<file path="config.mk">
export PLATFORM = sky130hd
export DESIGN_NAME = dps_uart_tx_arbiter
export DESIGN_NICKNAME = d
export VERILOG_FILES = /design/src/rtl/dps_uart_tx_arbiter.sv
export SDC_FILE = /design/constraint.sdc
export NUM_CORES = 1
export LEC_CHECK = 0
export CORE_MARGIN = 2
export CORE_UTILIZATION = 47
export CTS_BUF_LIST = sky130_fd_sc_hd__clkbuf_8
export DETAILED_ROUTE_END_ITERATION = 7
export PLACE_DENSITY = 0.81
export SYNTH_ARGS = -nofsm -noshare
export SYNTH_HDL_FRONTEND = slang
export SYNTH_SLANG_ARGS = --single-unit
</file>
<file path="constraint.sdc">
create_clock -name iCLOCK -period 2.7 [get_ports iCLOCK]
set_clock_uncertainty 0.15 [all_clocks]
set_input_delay 0.27 -clock iCLOCK [delete_from_list [all_inputs] [get_ports iCLOCK]]
set_output_delay 0.27 -clock iCLOCK [all_outputs]
set_load 0.1 [all_outputs]
</file>
<file path="src/rtl/dps_uart_tx_arbiter.sv">
`default_nettype none
// ============================================================================
// Module   : dps_uart_tx_arbiter
// Brief    : Round-robin, message-granular arbiter sharing one dps_uart TX path
//            between P_N byte-stream requesters, with idle-owner timeout release.
// Revision : 1.0 - initial release
// ============================================================================
module dps_uart_tx_arbiter #(
    parameter int P_N       = 4,
    parameter int P_N_BITS  = 2,
    parameter int P_TIMEOUT = 1024
) (
    input  logic                iCLOCK,
    input  logic                iRESET_SYNC,
    input  logic [P_N-1:0]      iREQ_VALID,
    input  logic [P_N*8-1:0]    iREQ_DATA,
    input  logic [P_N-1:0]      iREQ_LAST,
    output logic [P_N-1:0]      oREQ_ACK,
    output logic [P_N-1:0]      oGRANT,
    output logic [P_N_BITS-1:0] oOWNER,
    output logic                oACTIVE,
    output logic                oTIMEOUT,
    output logic                oUART_TX_REQ,
    output logic [7:0]          oUART_TX_DATA,
    input  logic                iUART_TX_BUSY
);

    typedef enum logic [0:0] {
        ST_IDLE = 1'b0,
        ST_XFER = 1'b1
    } state_t;

    localparam logic [16:0]         c_TIMEOUT_LIMIT = 17'(P_TIMEOUT - 1);
    localparam logic [P_N_BITS-1:0] c_OWNER_RESET   = P_N_BITS'(P_N - 1);
    localparam logic [P_N-1:0]      c_GRANT_ONE     = {{(P_N-1){1'b0}}, 1'b1};

    state_t              r_state;
    state_t              w_stateNext;
    logic [P_N-1:0]      r_grant;
    logic [P_N-1:0]      w_grantNext;
    logic [P_N_BITS-1:0] r_owner;
    logic [P_N_BITS-1:0] w_ownerNext;
    logic [15:0]         r_cnt;
    logic [15:0]         w_cntNext;
    logic                r_timeout;
    logic                w_timeoutNext;

    logic                w_ownerValid;
    logic                w_ownerLast;
    logic [7:0]          w_ownerData;
    logic                w_accept;
    logic                w_found;
    logic [P_N_BITS-1:0] w_sel;
    logic [16:0]         w_cntInc;

    assign w_ownerValid = iREQ_VALID[r_owner];
    assign w_ownerLast  = iREQ_LAST[r_owner];
    assign w_ownerData  = iREQ_DATA[r_owner*8 +: 8];
    assign w_accept     = (r_state == ST_XFER) && w_ownerValid && !iUART_TX_BUSY;
    assign w_cntInc     = {1'b0, r_cnt} + 17'd1;

    // Search starts one past the last owner so the previous owner ranks lowest.
    always_comb begin
        logic [P_N_BITS-1:0] idx;
        w_sel   = r_owner;
        w_found = 1'b0;
        idx     = '0;
        for (int k = 1; k <= P_N; k++) begin
            idx = r_owner + P_N_BITS'(k);
            if (!w_found && iREQ_VALID[idx]) begin
                w_sel   = idx;
                w_found = 1'b1;
            end
        end
    end

    always_comb begin
        w_stateNext   = r_state;
        w_grantNext   = r_grant;
        w_ownerNext   = r_owner;
        w_cntNext     = r_cnt;
        w_timeoutNext = 1'b0;
        case (r_state)
            ST_IDLE: begin
                if (w_found) begin
                    w_stateNext = ST_XFER;
                    w_grantNext = c_GRANT_ONE << w_sel;
                    w_ownerNext = w_sel;
                    w_cntNext   = '0;
                end
            end
            ST_XFER: begin
                if (w_accept) begin
                    w_cntNext = '0;
                    if (w_ownerLast) begin
                        w_stateNext = ST_IDLE;
                        w_grantNext = '0;
                    end
                end else if (!w_ownerValid) begin
                    // Only an absent owner byte ages the counter; FIFO-full stalls do not.
                    if (w_cntInc >= c_TIMEOUT_LIMIT) begin
                        w_stateNext   = ST_IDLE;
                        w_grantNext   = '0;
                        w_cntNext     = '0;
                        w_timeoutNext = 1'b1;
                    end else begin
                        w_cntNext = w_cntInc[15:0];
                    end
                end
            end
            default: begin
                w_stateNext = ST_IDLE;
                w_grantNext = '0;
            end
        endcase
    end

    always_ff @(posedge iCLOCK) begin
        if (iRESET_SYNC) begin
            r_state   <= ST_IDLE;
            r_grant   <= '0;
            r_owner   <= c_OWNER_RESET;
            r_cnt     <= '0;
            r_timeout <= 1'b0;
        end else begin
            r_state   <= w_stateNext;
            r_grant   <= w_grantNext;
            r_owner   <= w_ownerNext;
            r_cnt     <= w_cntNext;
            r_timeout <= w_timeoutNext;
        end
    end

    assign oGRANT        = r_grant;
    assign oOWNER        = r_owner;
    assign oACTIVE       = (r_state == ST_XFER);
    assign oTIMEOUT      = r_timeout;
    assign oUART_TX_REQ  = w_accept;
    assign oREQ_ACK      = w_accept ? r_grant : '0;
    assign oUART_TX_DATA = (r_state == ST_XFER) ? w_ownerData : 8'h00;

endmodule
`default_nettype wire

</file>
==> Word level (Yosys, flattened, before mapping) <==
Cells that the tools add are included.
Widths: inputs -> output; s select.
{ "word_totals": {"regBits": 24} }
{ "op_classes": {"n_addsub": 4, "n_lt_le_gt_ge": 5, "eq_ne": 4, "n_shift": 2, "muxes": 38, "bitwise_logic": 1, "n_reduce_logical": 13} }
{ "ops": {"columns": ["cell", "count"], "rows": [
  ["$mux 16", 4],
  ["$pmux 16 s2", 1],
  ["$shiftx 32x6->8", 1],
  ["$mux 4", 6],
  ["$add 16x1->17 const B", 1],
  ["$ge 17x10->1 const B", 1],
  ["$mux 1", 15],
  ["$lt 2x3->1 const B", 4],
  ["$bmux 1 s2", 5],
  ["$mux 2", 4],
  ["$mux 8", 1],
  ["$pmux 4 s2", 1],
  ["$ne 3x3->1 const B", 2],
  ["$logic_and 1x1->1", 5],
  ["$add 2x2->2 const B", 2],
  ["$logic_not 1->1", 4],
  ["$reduce_and 2->1", 2],
  ["$reduce_and 4->1", 1],
  ["$reduce_or 4->1", 1],
  ["$shl 1x2->4 const A", 1],
  ["$ne 3x1->1 const B", 1],
  ["$add 2x1->2 const B", 1],
  ["$ne 2x2->1 const B", 1],
  ["$pmux 1 s2", 1],
  ["$not 1->1", 1]
]} }

==> Longest topological paths before layout <==
{ "logic_depth": {"depth_word": 16, "mapped_depth": 9} }

==> Worst setup path before layout <==
No wires, ideal clock.
{ "synth_timing": {"kind": "reg-to-output", "startpoint": "reg r_owner[1], in the netlist oOWNER[1]", "endpoint": "out oUART_TX_DATA[1]", "arrival_time_ps": 2542, "required_ps": 2280, "slack_ps": -262, "stages_incl_launch_ff": 5, "path_buffers": 2, "cell_sequence": "dfxtp_1 clkbuf_1 clkbuf_1 mux4_2 and2_1"} }
{ "synth_via": {"elab_chain_len": 2} }
{ "synth_lines": {"columns": ["element", "line_no", "source"], "rows": [
  ["from (decl)", "41", "logic [P_N_BITS-1:0] r_owner;"],
  ["from (signal assigned)", "122", "r_owner <= c_OWNER_RESET;"],
  ["from (signal assigned)", "128", "r_owner <= w_ownerNext;"],
  ["$shiftx 32x6->8", "58", "assign w_ownerData = iREQ_DATA[r_owner*8 +: 8];"],
  ["$mux 8", "140", "assign oUART_TX_DATA = (r_state == ST_XFER) ? w_ownerData : 8'h00;"],
  ["to (decl)", "24", "output logic [7:0] oUART_TX_DATA,"]
]} }
Every way passes these cells.

==> Worst setup path after layout <==
{ "layout_timing": {"startpoint": "reg r_cnt[1]", "endpoint": "reg r_timeout, in the netlist oTIMEOUT"} }
{ "layout_via": {"elab_chain_len": 3} }
{ "layout_lines": {"columns": ["element", "line_no", "source"], "rows": [
  ["from (decl)", "43", "logic [15:0] r_cnt;"],
  ["from (signal assigned)", "129", "r_cnt <= w_cntNext;"],
  ["$add 16x1->17", "60", "assign w_cntInc = {1'b0, r_cnt} + 17'd1;"],
  ["$ge 17x10->1", "101", "if (w_cntInc >= c_TIMEOUT_LIMIT) begin"],
  ["$mux 1", "101", null],
  ["to (signal assigned)", "130", "r_timeout <= w_timeoutNext;"],
  ["to (decl)", "45", "logic r_timeout;"]
]} }
Every way passes these cells.
A chain may end at the register's enable or synchronous reset.

==> metrics <==
TritonCTS Buffers 3; post-synthesis sequential area ratio 25.8%; FFs w/ async S/R, synth 0%; core area 0.00374 sq mm; Post-DRT Antenna Nets 0; worst setup path class flop to flop; first-pass GRT wire length 8220 um; CTS tree yes; HPWL Detailed 4030 um; largest net degree at the start of global routing 18; FMAX 0.395 GHz; Clk pin slew, worst setup/hold paths 90 ps; die area 0.00449 sq mm; FF-to-FF Start r_cnt[1]; synth top area cells dfxtp_1 26%, mux4_2 12%, nand2_1 6.2%; WL final 5170 um; Netlist cell types 52; global placement routability congestion 0.896; Post-Synthesis Net Count 273; post_cts resized 0; Nets 333; residual DRC count 0; DRT Pass-1 Iters 4; endpoints failing hold 0; Slowest-stage cell, CP a2111o_1; postcts setup bufs 0; layout cells sized above 1 23.3%; FF-to-FF End oTIMEOUT; R2R depth 8; final core occ 70.3%; Power, Total 1.18 mW; Initial Util 49.8%; GRT overflow 0; worst setup path start r_cnt[1]; input/output buffers 63; Setup crit end oTIMEOUT; vias per inst 5.75; WP buf/inv 1; Leakage 1.04 nW; Die Y 67 um; H-tree depth 1; slew margin rel. 68.6%; Hold/Removal Path Class flop to flop; Layout Cells excl Fill 335; CP arrival 2560 ps; setup slack, reg-to-reg 170 ps; Mean Syn Cell Area 8.18 sq um; Design Area, Final 0.00263 sq mm; Worst IR Drop VDD 0.352 mV; Clock Latency Late Sink 270 ps; CTS max path bufs 2; hold wc startpoint oGRANT[1]; top cell family by delay on the critical path compound AO/OA/AOI/OAI gates; Area Growth Syn to Fin 41.0%; antenna cell count 0; RSZ-0062 raised after global routing no; Startpoint Class flop; max-cap viol count 0; DR WL/cell 15.4 um; leading area contributor after synthesis dfxtp_1; Min Clock Period, post-route 2530 ps; Root Buffer clkbuf_8; placed cell areas 0.00256 sq mm; DRT iter0 DRCs 103; Cells after DPL 331; Levels on crit path 8; Vias 1926; # hold bufs at CTS 0; worst-path fanout max 13; die extent in x 67 um; critical-path cell list ha_1 > buf_4 > a21o_1 > a21oi_1 > a31oi_1 > a2111o_1 > nand3_1 > nor3b_1; FP Rows 22; vias in the first global route 1792; setup_tns 0 ps; critical path capture point type flop; IO Pins 64; post-synthesis cell count 228; initial antenna violation count 0; ys flop type dfxtp_1; Total GRT Usage 23.7%; Clock Sinks 24; #FFs+latches synth 24; final setup fails 0; Power Dens Cells 447 mW/mm^2; Worst Path Required 2730 ps; Final Slew Violations 0; EDFF count, synth 0; Synth Warn # 0; Worst Max-Slew Pin Slew 471 ps; Critical Path Max Stage Delay 590 ps; status completed; Synth top area share 25.8%; Cell Area, Synth 0.00187 sq mm; period utilization 93.8%
cell usage after synthesis (4+ instances only):
cell       count
nand4_1        6
and3_1        11
nor2b_1        5
and2_1        15
nand2b_1       4
nand2_1       31
nor2_1        14
inv_1          6
mux4_2        10
nor3_1         7
o2111ai_1      7
clkbuf_1       9
o211ai_1       4
o21ai_0        7
a21oi_1        4
dfxtp_1       24
nand3_1       12
report_power, final:
group / switching, mW / internal [mW] / total (mW)
registers: 0.0242 / 0.367 / 0.391
clock network: 0.112 / 0.198 / 0.310
logic: 0.297 / 0.179 / 0.475
metal layers:
layer  part of all wire, %  GRT usage [%]
met5                     0              0
met3                   3.9           4.90
met4                  0.83           6.12
met2                    51           38.7
met1                    45           31.6
flip-flops by register name (all words and copies together) (netlist names):
signal,count
oTIMEOUT,1
oOWNER,2
oACTIVE,1
oGRANT,4
r_cnt,16
kinds of logic after synthesis:
logic type,count (synthesis),share of synthesized area (%)
fa+ha+maj,2,1.34
xor+xnor,3,1.41
simple gates,121,35.4
buf+inv,25,6.57
flops,24,25.8
mux,10,12.1
compound gates,43,17.4
final cells by class:
class	instances	area [sq um]
flip-flops and latches	24	482
inverters	7	26.3
well taps	48	60.1
repair buffers	73	716
clock buffers	3	41.3
fillers	307	1110
multi-input cells	179	1280
clock inverters	1	30.0
worst min path at each step:
stage | cells past startpoint | slack (ps) | to
after floorplan | 2 | 300 | r_cnt[9]
after global placement | 2 | 330 | oGRANT[3]
after detailed placement | 2 | 340 | oGRANT[1]
after CTS | 2 | 350 | oGRANT[1]
after global routing | 1 | 370 | r_cnt[10]
final | 2 | 350 | oGRANT[1]
worst min-delay path, cell delays in order, from the launching register on:
cell,delay (ps)
dfxtp_1,340
nand2_1,60
o21ai_1,50
stage by stage:
| step | hold slack, ps | setup WS, ps |
|---|---|---|
| floorplan | 303 | 11.1 |
| global placement | 332 | 178 |
| detailed placement | 339 | 237 |
| CTS | 351 | 199 |
| global route | 370 | 10.4 |
| finish | 349 | 168 |
cell usage in the layout, fill, tap and decap left out, types with 2 or more instances in the layout:
cell type,count
nand2b_1,4
a21oi_1,4
inv_1,6
o2111ai_1,7
a31o_2,2
nand3_1,12
ha_1,2
o21ai_0,7
nor4_1,3
nand4_1,6
or4_1,2
nand4_2,2
o21a_1,2
and2_2,7
and2_1,8
and3_2,4
o211ai_1,4
nand2_1,31
a32oi_1,2
clkdlybuf4s50_1,42
mux4_2,10
dfxtp_1,23
nor3_1,7
a31oi_1,3
nor2_1,14
clkbuf_8,3
buf_12,5
xnor2_1,2
buf_4,26
and3_1,7
nor2b_1,5
o21ai_1,2
Power figures use the tool's default switching activity.
